## src/rtl/apu_pkg.sv

```systemverilog
// Shared definitions for the APU note sequencer: FSM state encoding,
// note-period divider calculation, silence code and channel slice helper.
package apu_pkg;

    // Sequencer states
    localparam logic [1:0] ST_IDLE  = 2'd0;
    localparam logic [1:0] ST_FETCH = 2'd1;
    localparam logic [1:0] ST_LATCH = 2'd2;
    localparam logic [1:0] ST_HOLD  = 2'd3;

    // Tone code that keeps a channel quiet
    localparam int unsigned TONE_SILENT = 0;

    // Clock cycles per note; the sequencer needs at least 3 (FETCH, LATCH, one HOLD)
    function automatic logic [31:0] calc_div(input logic [31:0] clk_hz, input logic [31:0] rate_hz);
        return clk_hz / rate_hz;
    endfunction

    // Lowest bit of channel ch inside a packed tone word
    function automatic int unsigned ch_lo(input int unsigned ch, input int unsigned tone_w);
        return ch * tone_w;
    endfunction

endpackage

```

## src/rtl/apu_note_timer.sv

```systemverilog
// Note hold timer: loaded on clear, counts down while enabled and flags
// terminal count at zero. Loading DIV-3 makes FETCH + LATCH + HOLD span
// exactly DIV cycles.
module apu_note_timer #(
    parameter logic [31:0] DIV = 32'd4
) (
    input  logic clk,
    input  logic reset,
    input  logic i_clr,
    input  logic i_en,
    output logic o_tc
);

    localparam logic [31:0] LOAD = DIV - 32'd3;

    logic [31:0] r_cnt;

    // Countdown register, reloaded at every new note
    always_ff @(posedge clk or posedge reset) begin
        // NOTE: sequential state always uses non-blocking assignments.
        if (reset)
            r_cnt <= '0;
        else if (i_clr)
            r_cnt <= LOAD;
        else if (i_en && r_cnt != '0)
            r_cnt <= r_cnt - 32'd1;
    end

    assign o_tc = (r_cnt == '0);

endmodule

```

## src/rtl/apu_sequencer.sv

```systemverilog
// APU note sequencer: walks note memory from start_addr to end_addr at a
// fixed note rate and presents NUM_CH tone codes per note.
// Optional feature macro: CHANNEL_MUTE_EN adds a per-channel mute input.
module apu_sequencer
    import apu_pkg::*;
#(
    parameter logic [31:0] MAIN_CLK_SPEED = 32'd50_000_000,
    parameter logic [31:0] NOTE_RATE      = 32'd4,
    parameter int          ADDR_W         = 10,
    parameter int          NUM_CH         = 4,
    parameter int          TONE_W         = 4
) (
    input  logic                     clk,
    input  logic                     reset,
    input  logic                     start,
    input  logic                     stop,
    input  logic                     loop,
    input  logic [ADDR_W-1:0]        start_addr,
    input  logic [ADDR_W-1:0]        end_addr,
`ifdef CHANNEL_MUTE_EN
    input  logic [NUM_CH-1:0]        mute,
`endif
    output logic                     mem_rd,
    output logic [ADDR_W-1:0]        mem_addr,
    input  logic [NUM_CH*TONE_W-1:0] mem_data,
    output logic [NUM_CH*TONE_W-1:0] tones,
    output logic                     note_clk,
    output logic                     busy,
    output logic                     done
);

    localparam logic [31:0] DIV = calc_div(MAIN_CLK_SPEED, NOTE_RATE);
    localparam int          DW  = NUM_CH * TONE_W;

    logic [1:0]        r_state,    w_state_nxt;
    logic [ADDR_W-1:0] r_addr,     w_addr_nxt;
    logic [ADDR_W-1:0] r_start,    w_start_nxt;
    logic [ADDR_W-1:0] r_end,      w_end_nxt;
    logic [ADDR_W-1:0] r_mem_addr, w_mem_addr_nxt;
    logic              r_mem_rd,   w_mem_rd_nxt;
    logic [DW-1:0]     r_note,     w_note_nxt;
    logic              r_note_clk, w_note_clk_nxt;
    logic              r_busy,     w_busy_nxt;
    logic              r_done,     w_done_nxt;
    logic              w_tmr_clr, w_tmr_en, w_tmr_tc;

    apu_note_timer #(.DIV(DIV)) u_timer (
        .clk   (clk),
        .reset (reset),
        .i_clr (w_tmr_clr),
        .i_en  (w_tmr_en),
        .o_tc  (w_tmr_tc)
    );

    // Next-state and next-output decode; stop overrides everything outside IDLE
    always_comb begin
        // NOTE: every value assigned here is defaulted first so no latch is inferred.
        w_state_nxt    = r_state;
        w_addr_nxt     = r_addr;
        w_start_nxt    = r_start;
        w_end_nxt      = r_end;
        w_mem_addr_nxt = r_mem_addr;
        w_mem_rd_nxt   = 1'b0;
        w_note_nxt     = r_note;
        w_note_clk_nxt = 1'b0;
        w_done_nxt     = 1'b0;
        w_tmr_clr      = 1'b0;
        w_tmr_en       = 1'b0;

        case (r_state)
            ST_IDLE: begin
                if (start && !stop) begin
                    w_start_nxt    = start_addr;
                    w_end_nxt      = end_addr;
                    w_addr_nxt     = start_addr;
                    w_mem_addr_nxt = start_addr;
                    w_mem_rd_nxt   = 1'b1;
                    w_state_nxt    = ST_FETCH;
                end
            end
            ST_FETCH: begin
                w_state_nxt = ST_LATCH;
            end
            ST_LATCH: begin
                w_note_nxt     = mem_data;
                w_note_clk_nxt = 1'b1;
                w_tmr_clr      = 1'b1;
                w_state_nxt    = ST_HOLD;
            end
            ST_HOLD: begin
                w_tmr_en = 1'b1;
                if (w_tmr_tc) begin
                    if (r_addr != r_end) begin
                        w_addr_nxt     = r_addr + ADDR_W'(1);
                        w_mem_addr_nxt = r_addr + ADDR_W'(1);
                        w_mem_rd_nxt   = 1'b1;
                        w_state_nxt    = ST_FETCH;
                    end else if (loop) begin
                        w_addr_nxt     = r_start;
                        w_mem_addr_nxt = r_start;
                        w_mem_rd_nxt   = 1'b1;
                        w_state_nxt    = ST_FETCH;
                    end else begin
                        w_note_nxt  = {NUM_CH{TONE_W'(TONE_SILENT)}};
                        w_done_nxt  = 1'b1;
                        w_state_nxt = ST_IDLE;
                    end
                end
            end
            default: begin
                w_state_nxt = ST_IDLE;
            end
        endcase

        if (stop && r_state != ST_IDLE) begin
            w_state_nxt    = ST_IDLE;
            w_note_nxt     = {NUM_CH{TONE_W'(TONE_SILENT)}};
            w_mem_rd_nxt   = 1'b0;
            w_note_clk_nxt = 1'b0;
            w_done_nxt     = 1'b0;
        end

        w_busy_nxt = (w_state_nxt != ST_IDLE);
    end

    // State and registered outputs
    always_ff @(posedge clk or posedge reset) begin
        if (reset) begin
            r_state    <= ST_IDLE;
            r_addr     <= '0;
            r_start    <= '0;
            r_end      <= '0;
            r_mem_addr <= '0;
            r_mem_rd   <= 1'b0;
            r_note     <= '0;
            r_note_clk <= 1'b0;
            r_busy     <= 1'b0;
            r_done     <= 1'b0;
        end else begin
            r_state    <= w_state_nxt;
            r_addr     <= w_addr_nxt;
            r_start    <= w_start_nxt;
            r_end      <= w_end_nxt;
            r_mem_addr <= w_mem_addr_nxt;
            r_mem_rd   <= w_mem_rd_nxt;
            r_note     <= w_note_nxt;
            r_note_clk <= w_note_clk_nxt;
            r_busy     <= w_busy_nxt;
            r_done     <= w_done_nxt;
        end
    end

`ifdef CHANNEL_MUTE_EN
    logic [DW-1:0] r_tones, w_tones_nxt;

    // Silence muted channels of the upcoming note word
    always_comb begin
        w_tones_nxt = w_note_nxt;
        for (int i = 0; i < NUM_CH; i++) begin
            if (mute[i])
                w_tones_nxt[ch_lo(i, TONE_W) +: TONE_W] = TONE_W'(TONE_SILENT);
        end
    end

    // Registered tone output so mute lands one cycle after it changes
    always_ff @(posedge clk or posedge reset) begin
        if (reset)
            r_tones <= '0;
        else
            r_tones <= w_tones_nxt;
    end

    assign tones = r_tones;
`else
    assign tones = r_note;
`endif

    assign mem_rd   = r_mem_rd;
    assign mem_addr = r_mem_addr;
    assign note_clk = r_note_clk;
    assign busy     = r_busy;
    assign done     = r_done;

endmodule

```

## config.mk

```make
export PLATFORM = sky130hd
export DESIGN_NAME = apu_sequencer
export DESIGN_NICKNAME = d
export VERILOG_FILES = /design/src/rtl/apu_pkg.sv /design/src/rtl/apu_note_timer.sv /design/src/rtl/apu_sequencer.sv
export SDC_FILE = /design/constraint.sdc
export NUM_CORES = 1
export LEC_CHECK = 0
export CAP_MARGIN = 15
export CORE_AREA = 8 8 105 107
export CTS_BUF_LIST = sky130_fd_sc_hd__clkbuf_4
export CTS_CLUSTER_DIAMETER = 40
export DETAILED_ROUTE_END_ITERATION = 10
export DIE_AREA = 0 0 113 115
export PLACE_DENSITY = 0.74
export SLEW_MARGIN = 40
export SYNTH_ARGS = -nofsm -noshare
export SYNTH_HDL_FRONTEND = slang
export SYNTH_SLANG_ARGS = --single-unit
```

## constraint.sdc

```tcl
create_clock -name clk -period 5.4 [get_ports clk]
set_input_delay 1.08 -clock clk [delete_from_list [all_inputs] [get_ports clk]]
set_output_delay 1.08 -clock clk [all_outputs]
set_load 0.1 [all_outputs]
```

# Word-level counts from Yosys, hierarchy flattened
# Cells that the tools add are included.
[classes]
addsub = 2
eq_ne = 10
muxes = 32
n_reduce_logical = 15
[op_table]
columns = ["operator", "n"]
rows = [
  ["16-bit two-way mux", 4],
  ["32-bit two-way mux", 2],
  ["10-bit two-way mux", 4],
  ["32-bit logical NOT", 1],
  ["16-bit one-hot mux with 2 select lines", 1],
  ["32-bit nonzero test", 1],
  ["32-bit by 1-bit subtractor with 32-bit output, second input constant", 1],
  ["10-bit one-hot mux with 2 select lines", 1],
  ["1-bit two-way mux", 15],
  ["10-bit by 1-bit adder with 10-bit output, second input constant", 1],
  ["10-bit inequality test", 1],
  ["3-bit inequality test, second input constant", 3],
  ["2-bit one-hot mux with 4 select lines", 1],
  ["4-bit AND reduction", 2],
  ["2-bit nonzero test", 4],
  ["2-bit two-way mux", 3],
  ["2-bit equality test, second input constant", 2],
  ["1-bit logical AND", 3],
  ["3-bit by 2-bit inequality test with 1-bit output, second input constant", 1],
  ["3-bit nonzero test", 1],
  ["2-bit by 1-bit equality test with 1-bit output, second input constant", 1],
  ["2-bit logical NOT", 1],
  ["2-bit by 1-bit inequality test with 1-bit output, second input constant", 1],
  ["2-bit inequality test, second input constant", 1],
  ["other kinds (3)", 3],
]
[totals]
register_bits = 84
in_bits = 41
out_inout_bits = 30
elab_cells = 69

# Depth between registers and ports, before layout
# Gate-level depths: netlist (run 1).
[logic_depth]
ltp_word = 6
depth_mapped = 8
depth_no_buf = 7

# Hierarchy
# A second synthesis (run 1) with hierarchy kept.
[hier_totals]
cells_unflattened = 426
area_unflattened_um2 = 4513.1
[modules_own_cells]
columns = ["mod", "instances", "cells_per_inst", "area_per_inst_um2", "seq_area_each_um2"]
rows = [
  ["apu_sequencer", 1, 239, 2686.3, 1301.2],
  ["apu_note_timer", 1, 187, 1826.8, 800.8],
]

# Least setup slack after synthesis (run 1)
# OpenSTA, ideal clock, no wires.
[synth_timing]
path_kind = "register to register"
start = "reg, netlist name mem_addr[2]"
end = "reg r_note[6], in the netlist tones[6]"
setup_time_ns = 0.120
t_arrival_ns = 2.745
t_required_ns = 5.280
slack_ns = 2.535
stages_incl_launch_ff = 9
path_buffers = 3
cell_sequence = "dfrtp_1 > clkbuf_1 > xor2_1 > nor4_1 > clkbuf_1 > nand4b_1 > o21a_4 > buf_6 > a21o_1"
[synth_lines]
columns = ["element", "line", "source"]
rows = [
  ["end signal: assignment", "apu_sequencer.sv:146", "r_note <= w_note_nxt;"],
  ["end: declaration", "apu_sequencer.sv:41", "logic [DW-1:0] r_note, w_note_nxt;"],
]

# Worst setup path after layout (run 1)
[layout_timing]
start = "reg u_timer.r_cnt[18]"
end = "reg r_note[14], in the netlist tones[14]"
[layout_via]
elab_chain_cells = 3
[layout_lines]
columns = ["element", "line", "source"]
rows = [
  ["start: declaration", "apu_note_timer.sv:16", "logic [31:0] r_cnt;"],
  ["start signal: assignment", "apu_note_timer.sv:26", "r_cnt <= r_cnt - 32'd1;"],
  ["32-bit logical NOT", "apu_note_timer.sv:29", "assign o_tc = (r_cnt == '0);"],
  ["3-bit by 2-bit inequality test with 1-bit output (no source line)", "n/a", ""],
  ["4-bit AND reduction (no source line)", "n/a", ""],
]
# Every way passes these cells.
# A chain may end at the register's enable or synchronous reset.

==> flow_summary.toml, run 1 <==
[final_layout]
final_net_count = 538
area_delta_synth_final_pct = 16.1
stdcell_area_mm2 = 0.00531
final_layout_size_suffix_gt1_frac = 0.190
diodes = 0

[synthesis]
synth_xor_area_frac = 0.0383
synth.most_common_cell = "dfrtp_1"
netlist_area_mm2 = 0.00458
syn-instance-count = 431
synth_fa_ha_area_frac = 0.0164
synth_top_cells_by_count = "dfrtp_1, mux2_2, a21oi_1"
synth_top_family_by_area = "compound AO/OA/AOI/OAI gates"
yosysWarnings = 0
synth-async-reset-ratio = 1.00
synth_sequential_area_ratio = 0.459
yosys.area_share.simple = 0.183
synth.distinct_cells = 56
ys_ff_latch = 84
syn_nets = 478
synth_ff_type = "dfrtp_1"
syn_avg_cell_area_um2 = 10.6
ys_top_cells_by_area = "dfrtp_1, mux2_2, xor2_1"
synth_top_area_cell = "dfrtp_1"
synth_top_area_frac = 0.459
synth.mux.area_fraction = 0.0782
synth_compound_area_frac = 0.188
synth_edf_count = 0

[worst_setup_path]
cp-start-kind = "flip-flop"
worstPathMaxFanout = 16
end_kind = "flip-flop"
crit_type = "flip-flop to flip-flop"
crit_required_ns = 5.72
critPathArrivalTime_ns = 3.20

[timing]
rsz0062_at_grt = "false"
final-hold-violation-count = 0
fin_skew_ns = 0.0189
fin_crit_ns = 2.88
fmax_ghz = 0.347
fin_setup_tns_ns = 0
final-setup-viol-count = 0
slew_headroom = 0.474
tightest_slew_ns = 0.784
fin_crit_sh = 0.533
finalMaxSlewViolations = 0

[floorplan]
die_area_mm2 = 0.0130
die_height_um = 115
initial_utilization = 0.484
num_rows = 36
ioPinCount = 71
core_mm2 = 0.00946
die_x_um = 113

[clock_network]
cts_tree = "built"
cts_max_path_buffers = 2
cts.hold.buffers_added = 0
htreeDepth = 3
cts_root_buf = "clkbuf_4"
cts_made_buffers = 9
cts.sinks = 84
clkSlewWorstSetupHoldPaths_ns = 0.12
clk_latency_ns = 0.43
cts_setup_buffers = 0
post_cts_resize_count = 0

[run_status]
status = "finished clean"

[drt]
avgRoutedWirePerCell_um = 17.4
avgViaCountPerCell = 6.01
routed_wl_mm = 10.6
vias = 3667
drt.antenna.violating_nets = 0
dr.first_iter.drc_count = 141
route.detailed.drc = 0
first_pass_iters = 5

[global_routing]
grt_max_degree = 52
grt_pass1_wl_mm = 18.0
grt_pass1_vias = 3730
antenna_found_initial = 0
grtUsageTotal = 0.168
grt_remaining_overflow = 0

[power_and_ir_drop]
irDropWorstVdd_mv = 0.511
fin_total_pwr_w = 0.00291
p_leak_nw = 2.17
power_density_mw_per_mm2 = 548

[placement]
io_buffers = 70
globalplace.congestion = 0.800
place_area_mm2 = 0.00520
place.detailed.hpwl_mm = 7.44

[min_path]
min_path_type = "flip-flop to flip-flop"

[job]
cap_violations = 0
-- cells by family after synthesis --
group | Yosys count
xor+xnor | 20
compound gates | 111
simple gates | 139
fa+ha+maj | 6
mux | 32
buf+inv | 39
flops | 84
-- per-stage QoR --
step	hold slack [ns]	utilization	cells	setup slack [ns]
after CTS	0.514	0.562	610	2.53
final	0.511	0.562	610	2.52
after floorplan	0.471	-	431	2.15
after global placement	0.479	0.565	594	2.37
after detailed placement	0.486	0.550	594	2.29
after global routing	0.530	0.562	610	2.36
-- layout make-up --
class / count / area, um^2
Clock buffer: 11 / 82.6
Clock inverter: 5 / 28.8
Fill cell: 853 / 4150
Inverter: 11 / 46.3
Multi-Input combinational cell: 308 / 2310
Sequential cell: 84 / 2100
Tap cell: 114 / 143
Timing Repair Buffer: 77 / 603
-- worst paths after layout --
path,endpoint,slack [ns],cells past startpoint,start
worst min register to register,r_start[6],0.51,1,r_start[6]
max in group asynchronous,r_end[2],3.58,3,reset
min in group asynchronous,u_timer.r_cnt[2],1.01,2,reset
worst max-delay path,tones[14],2.52,5,u_timer.r_cnt[18]
worst max register to register,tones[14],2.52,5,u_timer.r_cnt[18]
worst min-delay path,r_start[6],0.51,1,r_start[6]
-- placed cells by master (no fill, tap or decap), types with 8 or more instances in the layout --
| cell type | synthesis | layout |
|---|---|---|
| or4_1 | 15 | 15 |
| nor4_1 | 14 | 14 |
| nand2_1 | 16 | 16 |
| o31ai_1 | 13 | 13 |
| nor2_1 | 15 | 15 |
| a21oi_1 | 23 | 23 |
| or3_1 | 13 | 13 |
| a22o_1 | 10 | 10 |
| and3_1 | 10 | 10 |
| inv_1 | 11 | 10 |
| mux2_2 | 30 | 30 |
| nor2b_1 | 10 | 10 |
| buf_2 | 4 | 30 |
| dfrtp_1 | 84 | 84 |
| xor2_1 | 14 | 14 |
| clkbuf_4 | 0 | 11 |
| nand3_1 | 13 | 13 |
| o21ai_0 | 13 | 13 |
| clkdlybuf4s50_1 | 0 | 40 |
| a21o_1 | 10 | 10 |
| nand4_1 | 8 | 8 |
-- per-layer routing --
metal,vias up,global-route usage,part of all wire
met5,-,0,0
met4,0,0.0782,0.019
met3,18,0.0320,0.032
met2,75,0.279,0.49
met1,1805,0.208,0.45
li1,1769,-,-
-- power breakdown --
group          total (W)  switching (W)  internal (W)
Clock           0.000310       0.000207      0.000102
Combinational    0.00161        0.00117      0.000436
Sequential      0.000996       0.000178      0.000817
-- flip-flops by register name, summed over array words and instances (netlist names) --
signal         count
mem_rd             1
tones             16
mem_addr          10
u_timer.r_cnt     32
r_start           10
note_clk           1
r_state            2
busy               1
r_end             10
done               1
-- worst max-delay path, stage by stage (launching register included) --
cell	delay, ns
dfrtp_1	0.46
or4_1	0.60
or3b_4	0.51
or4_1	0.67
o21a_4	0.34
a21o_1	0.19
Note: power is estimated with default switching activity, not from simulation.
==> run 2, diff against run 1 <==
--- a/config.mk
+++ b/config.mk
@@ -11,7 +11,7 @@
 export CTS_CLUSTER_DIAMETER = 40
 export DETAILED_ROUTE_END_ITERATION = 10
 export DIE_AREA = 0 0 113 115
-export PLACE_DENSITY = 0.74
+export PLACE_DENSITY = 0.77
 export SLEW_MARGIN = 40
 export SYNTH_ARGS = -nofsm -noshare
 export SYNTH_HDL_FRONTEND = slang
==> constraint.sdc (replaced) <==
create_clock -name clk -period 2.45 [get_ports clk]
set_input_delay 0.49 -clock clk [delete_from_list [all_inputs] [get_ports clk]]
set_output_delay 0.49 -clock clk [all_outputs]
set_load 0.1 [all_outputs]
==> run 2 against run 1 <==
Effect of this change: the run now ends with setup timing left; maximum frequency up 15%; critical path depth grew 1; via count is 5.8% higher; sequential share of layout area decreased by 3.7 points; power rose by 140%; clock power grew to 2.5 times the previous value; non-clock buffer count is 38 higher; first-iteration DRC count increased by 30%; critical endpoint is now mem_addr[0]; sequential power increased by 120%; register-to-register slack worse by 2.6 ns; cell area rose by 11%; global-route usage rose by 1.3 points.
==> flow_summary.toml, run 2 (synthesis gave the netlist of run 1 again) <==
[run_status]
status = "complete, but fails checks"
violations = "setup timing"

[final_layout]
largest_register_ffs = 32
final_net_count = 577
final_common_cell = "dfrtp_1"
layout_common_cells = "dfrtp_1, buf_4, clkdlybuf4s50_1"
diodes = 0
area_delta_synth_final_pct = 28.8
largest-register = "u_timer.r_cnt"
final_layout_size_suffix_gt1_frac = 0.308
final_core_util = 0.623
stdcell_area_mm2 = 0.00589

[clock_network]
clkSlewWorstSetupHoldPaths_ns = 0.15
htreeDepth = 3
cts.hold.buffers_added = 0
cts_root_buf = "clkbuf_4"
cts_max_path_buffers = 2
clk_latency_ns = 0.45
cts_made_buffers = 9
cts_tree = "built"
cts.sinks = 84

[timing]
rsz0062_at_grt = "true"
finalMaxSlewViolations = 0
fin_crit_sh = 1.03
final-setup-viol-count = 28
hold_slack_ns = 0.479
tightest_slew_ns = 0.602
fmax_ghz = 0.398
slew_headroom = 0.599
final-hold-violation-count = 0
fin_ws_ns = -0.0634
fin_skew_ns = 0.0242
fin_crit_ns = 2.51

[drt]
avgRoutedWirePerCell_um = 18.0
first_pass_iters = 5
drt.antenna.violating_nets = 0
route.detailed.drc = 0
avgViaCountPerCell = 5.98
vias = 3881
dr.first_iter.drc_count = 184
routed_wl_mm = 11.7

[worst_setup_path]
max_stage_delay_ns = 0.62
crit_chain = "or4_4 -> or3b_4 -> or4_4 -> buf_6 -> a21oi_4 -> o311a_1"
end_kind = "flip-flop"
cp_slowest_cell = "or4_4"
worstPathMaxFanout = 5
cp-start-kind = "flip-flop"
crit_required_ns = 2.82
crit_type = "flip-flop to flip-flop"
critPathArrivalTime_ns = 2.89
critPathMostFrequentCell = "or4_4"
reg2reg_slack_ns = -0.06

[min_path]
min_path_type = "input pin to asynchronous set/reset pin"

[placement]
io_buffers = 70
place.detailed.hpwl_mm = 8.27
place_area_mm2 = 0.00557
globalplace.congestion = 0.877
dp_slack_ns = -0.0471

[floorplan]
die_x_um = 113
core_mm2 = 0.00946
die_height_um = 115
ioPinCount = 71
num_rows = 36
initial_utilization = 0.484
die_area_mm2 = 0.0130

[power_and_ir_drop]
irDropWorstVdd_mv = 1.08
p_leak_nw = 2.42
power_density_mw_per_mm2 = 1190

[global_routing]
grtUsageTotal = 0.182
grt_max_degree = 85
grt_pass1_wl_mm = 19.3
grt_remaining_overflow = 0
grt_pass1_vias = 4078
antenna_found_initial = 0

[job]
cap_violations = 0
run 2: changes by cell type in the layout (fill, tap and decap cells not counted), moves of 4 or more:
cell	before	now
buf_2	30	0
buf_4	7	68
buf_6	0	5
dfrtp_1	84	75
dfrtp_2	0	8
inv_6	0	4
nor4_1	14	10
o2bb2ai_1	6	0
o2bb2ai_2	0	6
or4_1	15	11
or4_4	0	4
run 2: per-stage QoR:
stage | cells | power [W] | TNS [ns]
2_1_floorplan | 431 | 0.00506 | -2.37
3_3_place_gp | 629 | 0.00600 | 0
3_5_place_dp | 629 | 0.00610 | -0.388
4_1_cts | 647 | 0.00693 | -0.638
5_1_grt | 649 | 0.00735 | -2.49
6_report | 649 | 0.00700 | -0.982
run 2: worst max-delay path: cells and delay by family, from the launching register on:
family | cells | cell delay, ns
flip-flops | 1 | 0.41
buffers and inverters | 1 | 0.17
AND/OR/NAND/NOR | 3 | 1.56
AO/OA/AOI/OAI | 2 | 0.31
run 2: final timing paths:
path                                    from          endpoint  cells past startpoint
max                        u_timer.r_cnt[20]       mem_addr[0]                      6
min                                    reset  u_timer.r_cnt[7]                      3
max reg2reg                u_timer.r_cnt[20]       mem_addr[0]                      6
min reg2reg                       r_start[6]        r_start[6]                      1
max in group asynchronous              reset       mem_addr[2]                      3
min in group clk                  r_start[6]        r_start[6]                      1
run 2: layer usage:
metal,share of wire,vias to the layer above,wire length [um],GRT usage
li1,-,1842,-,-
met1,0.42,1941,4940,0.211
met2,0.53,76,6150,0.324
met3,0.033,22,382,0.0378
met4,0.020,0,233,0.0675
met5,0,-,0,0
run 2: where the power goes:
group / internal (W) / switching (W) / total, W / leakage [nW]
clock: 0.000244 / 0.000539 / 0.000783 / 0.0743
sequential: 0.00182 / 0.000385 / 0.00221 / 0.996
combinational: 0.00128 / 0.00273 / 0.00401 / 1.35
total: 0.00335 / 0.00365 / 0.00700 / 2.42
run 2: area by class of cell:
type / count / area [um^2]
timing repair buffer: 115 / 1010
sequential: 84 / 2120
clock buffer: 10 / 75.1
inverter: 11 / 45.0
clock inverter: 6 / 55.1
fill: 782 / 3560
tap: 114 / 143
multi-input combinational: 309 / 2450
run 2: timing repair:
action | in CTS | in global routing
cloned | 1 | 0
pin swaps | 12 | 5
setup endpoints to repair | 20 | 47
gates resized for setup | 7 | 23
setup buffers | 1 | 2
